File: src/rtl/lcd_pkg.sv
`default_nettype none
// +----------------------------------------------------------------------+
// | lcd_pkg                                                              |
// | Shared FSM states, LSU register bit positions and command decoding   |
// | for the HD44780-style LCD controller.                                |
// | Revision: 1.0                                                        |
// +----------------------------------------------------------------------+
package lcd_pkg;

  typedef enum logic [2:0] {
    ST_IDLE  = 3'd0,
    ST_SETUP = 3'd1,
    ST_EN    = 3'd2,
    ST_HOLD  = 3'd3,
    ST_WAIT  = 3'd4
  } lcd_state_e;

  localparam int LCD_ON_BIT  = 31;
  localparam int LCD_TOG_BIT = 30;
  localparam int LCD_CLR_BIT = 29;
  localparam int LCD_RS_BIT  = 8;

  // Clear display (0x01) and return home (0x02/0x03) need the long execution wait.
  function automatic logic is_long_cmd(input logic rs, input logic [7:0] data);
    return !rs && (data[7:2] == 6'd0) && (data != 8'd0);
  endfunction

endpackage
`default_nettype wire

File: src/rtl/lcd_req_fifo.sv
`default_nettype none
// +----------------------------------------------------------------------+
// | lcd_req_fifo                                                         |
// | Pending LCD request queue; exposes the entry after the head, since   |
// | the head is the transaction currently on the bus.                    |
// | Revision: 1.0                                                        |
// +----------------------------------------------------------------------+
module lcd_req_fifo #(
  parameter int WIDTH = 9,
  parameter int DEPTH = 4,
  localparam int c_PTR_W = $clog2(DEPTH),
  localparam int c_CNT_W = $clog2(DEPTH + 1)
) (
  input  logic               i_clk,
  input  logic               i_reset,
  input  logic               i_push,
  input  logic [WIDTH-1:0]   i_push_data,
  input  logic               i_pop,
  output logic [WIDTH-1:0]   o_next_data,
  output logic [c_CNT_W-1:0] o_count
);

  logic [WIDTH-1:0]   r_mem [DEPTH];
  logic [c_PTR_W-1:0] r_rd_ptr;
  logic [c_PTR_W-1:0] r_wr_ptr;
  logic [c_CNT_W-1:0] r_count;
  logic               w_do_push;
  logic               w_do_pop;

  assign w_do_pop  = i_pop && (r_count != '0);
  assign w_do_push = i_push && ((r_count != c_CNT_W'(DEPTH)) || w_do_pop);

  always_ff @(posedge i_clk or negedge i_reset) begin
    if (!i_reset) begin
      r_rd_ptr <= '0;
      r_wr_ptr <= '0;
      r_count  <= '0;
    end else begin
      if (w_do_push) r_wr_ptr <= r_wr_ptr + c_PTR_W'(1);
      if (w_do_pop)  r_rd_ptr <= r_rd_ptr + c_PTR_W'(1);
      if (w_do_push && !w_do_pop)      r_count <= r_count + c_CNT_W'(1);
      else if (w_do_pop && !w_do_push) r_count <= r_count - c_CNT_W'(1);
    end
  end

  always_ff @(posedge i_clk) begin
    if (w_do_push) r_mem[r_wr_ptr] <= i_push_data;
  end

  assign o_next_data = r_mem[r_rd_ptr + c_PTR_W'(1)];
  assign o_count     = r_count;

endmodule
`default_nettype wire

File: src/rtl/lcd_ctrl.sv
`default_nettype none
// +----------------------------------------------------------------------+
// | lcd_ctrl                                                             |
// | Turns LSU LCD register toggles into timed HD44780 write cycles.      |
// | LCD_FIFO_EN adds a request queue; otherwise busy requests are dropped.|
// | Revision: 1.0                                                        |
// +----------------------------------------------------------------------+
module lcd_ctrl
  import lcd_pkg::*;
#(
  parameter int T_SETUP_CYC = 4,
  parameter int T_EN_CYC    = 25,
  parameter int T_HOLD_CYC  = 4,
  parameter int T_EXEC_CYC  = 2500,
  parameter int T_LONG_CYC  = 82000,
  parameter int FIFO_DEPTH  = 4
) (
  input  logic        i_clk,
  input  logic        i_reset,
  input  logic [31:0] i_io_lcd,
  output logic [7:0]  o_lcd_data,
  output logic        o_lcd_rs,
  output logic        o_lcd_rw,
  output logic        o_lcd_en,
  output logic        o_lcd_on,
  output logic        o_busy,
  output logic        o_overrun
);

  localparam int c_CNT_W = $clog2(T_LONG_CYC + 1);
  localparam logic [c_CNT_W-1:0] c_SETUP_LD = c_CNT_W'(T_SETUP_CYC - 1);
  localparam logic [c_CNT_W-1:0] c_EN_LD    = c_CNT_W'(T_EN_CYC - 1);
  localparam logic [c_CNT_W-1:0] c_HOLD_LD  = c_CNT_W'(T_HOLD_CYC - 1);
  localparam logic [c_CNT_W-1:0] c_EXEC_LD  = c_CNT_W'(T_EXEC_CYC - 1);
  localparam logic [c_CNT_W-1:0] c_LONG_LD  = c_CNT_W'(T_LONG_CYC - 1);

  lcd_state_e         r_state;
  logic [c_CNT_W-1:0] r_cnt;
  logic               r_tog;
  logic               r_lcd_rs;
  logic [7:0]         r_lcd_data;
  logic               r_lcd_en;
  logic               r_lcd_on;
  logic               r_overrun;

  logic               w_req;
  logic               w_exit;
  logic               w_accept;
  logic               w_start;
  logic               w_drop;
  logic               w_pending;
  logic [8:0]         w_start_cmd;
  logic               w_unused;

  assign w_req    = i_io_lcd[LCD_TOG_BIT] != r_tog;
  assign w_exit   = (r_state == ST_WAIT) && (r_cnt == '0);
  assign w_accept = (r_state == ST_IDLE) || w_exit;

`ifdef LCD_FIFO_EN
  localparam int c_FIFO_CW = $clog2(FIFO_DEPTH + 1);

  logic [c_FIFO_CW-1:0] w_fifo_count;
  logic [8:0]           w_fifo_next;
  logic                 w_full;
  logic                 w_from_fifo;

  // The queue head is the transaction in flight; it is popped when its WAIT ends.
  assign w_full      = (w_fifo_count == c_FIFO_CW'(FIFO_DEPTH));
  assign w_from_fifo = w_exit && (w_fifo_count > c_FIFO_CW'(1));
  assign w_start     = w_from_fifo || (w_accept && w_req);
  assign w_start_cmd = w_from_fifo ? w_fifo_next : i_io_lcd[LCD_RS_BIT:0];
  assign w_drop      = w_req && w_full && !w_exit;
  assign w_pending   = (w_fifo_count != '0);

  lcd_req_fifo #(
    .WIDTH (9),
    .DEPTH (FIFO_DEPTH)
  ) u_req_fifo (
    .i_clk       (i_clk),
    .i_reset     (i_reset),
    .i_push      (w_req && !w_drop),
    .i_push_data (i_io_lcd[LCD_RS_BIT:0]),
    .i_pop       (w_exit),
    .o_next_data (w_fifo_next),
    .o_count     (w_fifo_count)
  );
`else
  assign w_start     = w_accept && w_req;
  assign w_start_cmd = i_io_lcd[LCD_RS_BIT:0];
  assign w_drop      = w_req && !w_accept;
  assign w_pending   = 1'b0;
`endif

  assign w_unused = ^{i_io_lcd[LCD_CLR_BIT-1:LCD_RS_BIT+1], (FIFO_DEPTH > 0)};

  always_ff @(posedge i_clk or negedge i_reset) begin
    if (!i_reset) begin
      r_state    <= ST_IDLE;
      r_cnt      <= '0;
      r_tog      <= 1'b0;
      r_lcd_rs   <= 1'b0;
      r_lcd_data <= 8'd0;
      r_lcd_en   <= 1'b0;
      r_lcd_on   <= 1'b0;
      r_overrun  <= 1'b0;
    end else begin
      r_tog    <= i_io_lcd[LCD_TOG_BIT];
      r_lcd_on <= i_io_lcd[LCD_ON_BIT];

      if (w_drop)                       r_overrun <= 1'b1;
      else if (i_io_lcd[LCD_CLR_BIT])   r_overrun <= 1'b0;

      if (w_start) begin
        r_state    <= ST_SETUP;
        r_cnt      <= c_SETUP_LD;
        r_lcd_rs   <= w_start_cmd[8];
        r_lcd_data <= w_start_cmd[7:0];
      end else if (r_cnt != '0) begin
        r_cnt <= r_cnt - c_CNT_W'(1);
      end else begin
        case (r_state)
          ST_SETUP: begin
            r_state  <= ST_EN;
            r_cnt    <= c_EN_LD;
            r_lcd_en <= 1'b1;
          end
          ST_EN: begin
            r_state  <= ST_HOLD;
            r_cnt    <= c_HOLD_LD;
            r_lcd_en <= 1'b0;
          end
          ST_HOLD: begin
            r_state <= ST_WAIT;
            r_cnt   <= is_long_cmd(r_lcd_rs, r_lcd_data) ? c_LONG_LD : c_EXEC_LD;
          end
          default: r_state <= ST_IDLE;
        endcase
      end
    end
  end

  assign o_lcd_data = r_lcd_data;
  assign o_lcd_rs   = r_lcd_rs;
  assign o_lcd_rw   = 1'b0;
  assign o_lcd_en   = r_lcd_en;
  assign o_lcd_on   = r_lcd_on;
  assign o_busy     = (r_state != ST_IDLE) || w_pending;
  assign o_overrun  = r_overrun;

endmodule
`default_nettype wire
File: config.mk
export PLATFORM = sky130hd
export DESIGN_NAME = lcd_ctrl
export DESIGN_NICKNAME = d
export VERILOG_FILES = /design/src/rtl/lcd_pkg.sv /design/src/rtl/lcd_req_fifo.sv /design/src/rtl/lcd_ctrl.sv
export SDC_FILE = /design/constraint.sdc
export NUM_CORES = 1
export LEC_CHECK = 0
export BUFFER_PORTS_ARGS = -buffer_cell sky130_fd_sc_hd__buf_2
export CORE_MARGIN = 1.5
export CORE_UTILIZATION = 47
export DETAILED_ROUTE_END_ITERATION = 16
export HOLD_SLACK_MARGIN = 0.12
export PLACE_DENSITY = 0.85
export RECOVER_POWER = 100
export SLEW_MARGIN = 20
export SYNTH_ARGS = -nofsm -noshare
export SYNTH_HDL_FRONTEND = slang
export SYNTH_SLANG_ARGS = --single-unit
File: constraint.sdc
create_clock -name i_clk -period 2.5 [get_ports i_clk]
set_clock_uncertainty 0.15 [all_clocks]
set_input_delay 0.5 -clock i_clk [delete_from_list [all_inputs] [get_ports i_clk]]
set_output_delay 0.5 -clock i_clk [all_outputs]
set_load 0.005 [all_outputs]
==> results of run 1 <==
metrics by stage:
stage / total power, mW / worst slack [ps]
after floorplan: 1.69 / 128
after global placement: 1.96 / 90.4
after detailed placement: 2.01 / 25.2
after CTS: 2.43 / 25.0
after global routing: 2.58 / 11.6
final: 2.39 / 89.2
final cells by class:
cell class / instances / area, sq um / area share
sequential: 33 / 826 / 0.401
inverter: 4 / 15.0 / 0.00729
tap: 48 / 60.1 / 0.0291
timing repair buffer: 38 / 213 / 0.103
multi-input combinational: 124 / 861 / 0.418
clock buffer: 7 / 86.3 / 0.0419
registers in the layout, summed over array words and instances (netlist names):
| name | cells |
|---|---|
| r_cnt | 17 |
| o_lcd_data | 8 |
| r_state | 3 |
| o_lcd_en | 1 |
| o_lcd_on | 1 |
| o_lcd_rs | 1 |
| o_overrun | 1 |
| r_tog | 1 |
metal layers:
metal | vias to the layer above | track usage
met5 | - | 0
met4 | 0 | 0.0745
met3 | 10 | 0.0538
met2 | 40 | 0.320
met1 | 658 | 0.266
li1 | 680 | -
cells by family (layout without fill, tap and decap cells):
family	after synthesis	after routing	synth area share
fa+ha+maj	2	2	0.0141
xor+xnor	12	12	0.0593
flops	33	33	0.466
mux	11	11	0.0833
simple gates	66	66	0.219
buf+inv	13	49	0.0430
compound gates	31	32	0.114
other cells	1	1	0.00212
power breakdown:
group	internal [mW]	switching (mW)
logic	0.485	0.474
clock network	0.218	0.182
registers	0.759	0.269
total	1.46	0.925
final timing paths:
check                                endpoint  depth (start not counted)
worst max-delay path            o_lcd_data[7]                          7
worst min-delay path                 o_lcd_on                          1
worst max register to register  o_lcd_data[7]                          7
worst min register to register       o_lcd_en                          2
max in group asynchronous               r_tog                          1
min in group asynchronous            r_cnt[6]                          1
repair_timing:
item | CTS | global route
pin swaps | 1 | 0
gates cloned | 0 | 1
setup buffers | 1 | 2
setup endpoints to repair | 2 | 9
cells in the final DEF, fill, tap and decap left out, types with 6 or more instances in the layout:
cell type	instances
a21oi_1	11
buf_2	20
buf_4	12
clkbuf_1	7
clkbuf_8	6
dfrtp_1	33
nand2_1	12
nor2_1	18
nor3_1	6
nor4_1	6
o21ai_0	7
xnor2_1	10
==> run metrics, run 1 <==
post-synth top area share 0.466; sequential-to-total area share from yosys stat 0.466; syn nets 205; Post-synth top cells 33 x dfrtp_1, 18 x nor2_1, 12 x nand2_1, 11 x a21oi_1, 10 x xnor2_1; Final min period 2410 ps; Crit Path Class reg2reg; Resize count post-CTS 0; initial core utilization 0.488; largest net degree at the start of global routing 34; M1 WL 1.71 mm; GRT Resource Usage Total 0.202; Die Wd 64.4 microns; outcome finished with violations; Hold Startpoint i_io_lcd[31]; CTS Hold Bufs 0; # IOs 48; Worst Hold Class in2reg; Syn-to-layout area delta 16.2%; FF-to-FF Start r_cnt[0]; Synth cell types 43; routability cong. 0.762; R2R setup slack 90 ps; number of flops mapped to enable cells by yosys 0; RSZ-0062 raised after global routing false; number of global-route vias before repair 1,421; DR WL/cell 14.5 microns; CTS clk-pin slew, worst paths 60 ps; # fillers 331; Setup TNS 0 ps; Synth Register Bits 33; Nets 242; slowest stage cell, crit path or4b_4; clk sinks 33; Setup-failing EPs final 0; Arr. time, crit path 2430 ps; routed vias/inst 5.46; crit share post-route 0.964; first-pass GRT wire length 6.47 mm; post-route cell area 0.00206 sq mm; synthesized instance count 169; Rel. slew slack -0.138; max_cap viols 1; DRC viols 0; Crit path max-delay family simple AND/OR/NAND/NOR gates; Static Leakage 0.890 nW; failing checks max-capacitance violations, max-slew violations; CTS tree built; DRT iter0 DRCs 65; synth warn 0; Avg Inst Size Synth 10.5 sq um; vias post-DR 1,388; CP max stage delay 520 ps; clock root buffer clkbuf_8; initial antenna violation count 0; Met3 Routed Length 153 microns; DR top layer met4; top cells by area, synth dfrtp_1 47%, mux2_4 5.9%, xnor2_1 4.9%, nor2_1 3.8%, a21oi_1 3.1%; ys flop type dfrtp_1; Pwr per Cell Area 1160 mW/mm^2; Least-Margin Pin Slew 1710 ps; non-filler cells, final 254; Max Slew Vio Count 34; port bufs 26; final hold violation count 0; Worst VDD drop 0.601 mV; Fin Hold WS 169 ps; CP startpoint r_cnt[0]; Core Area 0.00363 sq mm; met2 wire length 1.74 mm; antenna-violating nets left 0; clock latency at the later pin of the worst-skew pair 280 ps; cell area after placement 0.00197 sq mm; Synth async-reset ratio 1.00; maximum clock rate 0.415 GHz; layout cells sized above 1 0.257; crit path launch type register; Detailed Place HPWL 2.45 mm; floorplan row count 22; most frequent cell after synthesis dfrtp_1; Synth area leader dfrtp_1; synthesized cell area 0.00177 sq mm; dpl cells 243; Req. time, crit path 2520 ps; detailed-route wire length 3.69 mm; Buf+Inv Stages, Crit Path 2; Die Y 64.4 microns; Clock Tree Buf Depth 2; Layout Utilization 0.567; Die ar. 0.00415 sq mm; CP max FO 7; DR pass1 iterations 4; H-tree depth 2; GRT overflow 0; crit-path cells inv_1 -> ha_1 -> or4b_4 -> nor4_4 -> buf_4 -> o21a_2 -> mux2_1; Num CTS Buffers 5; CP Capture Type register; Antenna Cells 0
Note: power is estimated with default switching activity, not from simulation.
==> inputs of run 2 (changes only) <==
--- a/config.mk
+++ b/config.mk
@@ -15,4 +15,5 @@
 export SLEW_MARGIN = 20
 export SYNTH_ARGS = -nofsm -noshare
 export SYNTH_HDL_FRONTEND = slang
+export SYNTH_HIERARCHICAL = 1
 export SYNTH_SLANG_ARGS = --single-unit
==> constraint.sdc (replaced) <==
create_clock -name i_clk -period 2.5 [get_ports i_clk]
set_clock_uncertainty 0.15 [all_clocks]
set_input_delay 0.125 -clock i_clk [delete_from_list [all_inputs] [get_ports i_clk]]
set_output_delay 0.125 -clock i_clk [all_outputs]
set_load 0.005 [all_outputs]
==> run 2 against run 1 <==
  * Register-to-register slack worse by 20 ps
  * Area after synthesis stayed put
  * Hold slack better by 170 ps
  * The run still ends with max-capacitance violations, max-slew violations left
  * Sequential share of layout area is 3.2 points lower
  * Non-clock buffer count is 15 higher
  * Routed wire length is 6.7% higher
  * Clock power is 10% higher
  * Final cell count is 6.3% higher
  * Flip-flop and latch count stayed put
==> run metrics, run 2 <==
DR WL/cell 14.6 microns (+0.37%); routed vias/inst 5.49 (+0.45%); crit-path cells inv_1 -> ha_1 -> or4b_4 -> nor4_4 -> buf_6 -> o21a_2 -> mux2_4; Least-Margin Pin Slew 1740 ps (+33.6 ps); synthesized instance count 169 (unchanged); Fin Hold WS 344 ps (+175 ps); Req. time, crit path 2520 ps (about the same); outcome finished with violations; commonest non-fill, non-tap cells in the layout 33 x dfrtp_1, 19 x buf_2, 18 x nor2_1; Hold Startpoint i_io_lcd[31]; post-synth top area share 0.466 (unchanged); largest net degree at the start of global routing 34 (unchanged); initial antenna violation count 0 (unchanged); # IOs 48 (unchanged); cell area after placement 0.00198 sq mm (+0.76%); Die ar. 0.00415 sq mm (unchanged); clk sinks 33 (unchanged); dpl cells 245 (+0.82%); slowest stage cell, crit path or4b_4; Nets 257 (+6.2%); CP Capture Type register; synthesized cell area 0.00177 sq mm (unchanged); top cells by area, synth dfrtp_1 47%, mux2_4 5.9%, xnor2_1 4.9%, nor2_1 3.8%, a21oi_1 3.1%; max_cap viols 1 (unchanged); detailed-route wire length 3.94 mm (+6.7%); antenna-violating nets left 0 (unchanged); H-tree depth 2 (unchanged); GRT Resource Usage Total 0.208 (+0.00593); Synth Register Bits 33 (unchanged); synth warn 6 (+6); Post-synth top cells 33 x dfrtp_1, 18 x nor2_1, 12 x nand2_1, 11 x a21oi_1, 10 x xnor2_1; Synth cell types 43 (unchanged); syn nets 205 (unchanged); port bufs 26 (unchanged); number of global-route vias before repair 1,443 (+1.5%); Largest register FFs 17 (unchanged); Placement Setup Slack 18.2 ps (-6.99 ps); commonest non-fill, non-tap cell in the layout dfrtp_1; Crit Path Class reg2reg; Setup-failing EPs final 0 (unchanged); CP max stage delay 510 ps (about the same); Final min period 2430 ps (+18.6 ps); Syn-to-layout area delta 26.3%; DRT iter0 DRCs 52 (-20%); crit path launch type register; non-filler cells, final 270 (+6.3%); Setup WS post-layout 70.6 ps (-18.6 ps); sequential-to-total area share from yosys stat 0.466 (unchanged); Layout Utilization 0.616 (+0.0489); Antenna Cells 0 (unchanged); Die Y 64.4 microns (unchanged); DR pass1 iterations 4 (unchanged); final hold violation count 0 (unchanged); clock latency at the later pin of the worst-skew pair 290 ps (about the same); Avg Inst Size Synth 10.5 sq um (unchanged); Detailed Place HPWL 2.66 mm (+8.7%); Core Area 0.00363 sq mm (unchanged); Setup TNS 0 ps (unchanged); GRT overflow 0 (unchanged); ys flop type dfrtp_1; Power, Total 2.50 mW (+4.9%); Synth async-reset ratio 1.00 (unchanged); floorplan row count 22 (unchanged); first-pass GRT wire length 6.53 mm (+0.85%); crit share post-route 0.972 (+0.00743); Biggest register r_cnt; initial core utilization 0.488 (unchanged); Synth area leader dfrtp_1; Worst Hold Class in2reg; CTS tree built; FF-to-FF Start r_cnt[0]; Die Wd 64.4 microns (unchanged); Rel. slew slack -0.161 (-0.0224); Static Leakage 0.971 nW (+9.2%); clock root buffer clkbuf_8; Arr. time, crit path 2450 ps (+20 ps); CTS clk-pin slew, worst paths 60 ps (about the same); Pwr per Cell Area 1120 mW/mm^2 (-3.4%); Num CTS Buffers 5 (unchanged); Clock Tree Buf Depth 2 (unchanged); maximum clock rate 0.412 GHz (-0.76%); Worst VDD drop 0.621 mV (+3.5%); most frequent cell after synthesis dfrtp_1; layout cells sized above 1 0.275 (+0.0175); CP startpoint r_cnt[0]; vias post-DR 1,482 (+6.8%); post-route cell area 0.00224 sq mm (+8.6%); DRC viols 0 (unchanged); failing checks max-capacitance violations, max-slew violations; # fillers 307 (-7.3%); CP max FO 7 (unchanged); routability cong. 0.770 (+1.0%); number of flops mapped to enable cells by yosys 0 (unchanged); Max Slew Vio Count 34 (unchanged)
==> run 2: cell counts after synthesis <==
No cell type changed its count.
==> run 2: power breakdown <==
| part | internal, mW | total, mW | switching, mW | leakage (nW) |
|---|---|---|---|---|
| registers | 0.760 | 0.987 | 0.227 | 0.401 |
| logic | 0.547 | 1.08 | 0.530 | 0.517 |
| clock network | 0.249 | 0.441 | 0.192 | 0.0542 |
| total | 1.55 | 2.50 | 0.949 | 0.971 |
==> run 2: final cells by class <==
class,instances,area (sq um),area share
multi-input cells,124,880,0.393
flip-flops and latches,33,826,0.369
repair buffers,53,357,0.159
clock buffers,7,96.3,0.0430
well taps,48,60.1,0.0268
inverters,4,15.0,0.00671
clock inverters,1,5.00,0.00224
==> run 2: timing repair <==
item,4_1_cts,5_1_grt
hold buffers,13,0
buffers inserted,0,3
hold endpoints to repair,45,0
gates resized for setup,0,1
setup endpoints to repair,0,12
==> run 2: logic make-up after synthesis <==
logic type / count (synthesis) / share of synthesized area
adder cells (fa/ha/maj): 2 / 0.0141
AND/OR/NAND/NOR: 66 / 0.219
multiplexers: 11 / 0.0833
other: 1 / 0.00212
XOR/XNOR: 12 / 0.0593
buffers and inverters: 13 / 0.0430
AO/OA/AOI/OAI: 31 / 0.114
flip-flops: 33 / 0.466
==> run 2: worst paths after layout <==
| path | to | slack (ps) | cells after the start |
|---|---|---|---|
| max in group asynchronous | o_lcd_data[7] | 510 | 2 |
| min in group asynchronous | r_cnt[5] | 680 | 2 |
| worst min-delay path | o_lcd_on | 340 | 2 |
| worst max register to register | o_lcd_data[7] | 70 | 7 |
| worst max-delay path | o_lcd_data[7] | 70 | 7 |
| worst min register to register | o_lcd_en | 370 | 2 |
==> run 2: critical path: cells and delay by family (launching register included) <==
family | cells | cell delay [ps]
AO/OA/AOI/OAI | 1 | 230
adder cells (fa/ha/maj) | 1 | 150
buffers and inverters | 2 | 260
flip-flops | 1 | 380
multiplexers | 1 | 310
AND/OR/NAND/NOR | 2 | 820
==> run 2: per-layer routing <==
layer,vias to the layer above,global-route usage,wire length (microns)
li1,711,-,-
met1,708,0.248,1640
met2,55,0.359,2070
met3,8,0.0573,177
met4,0,0.0745,44
met5,-,0,0
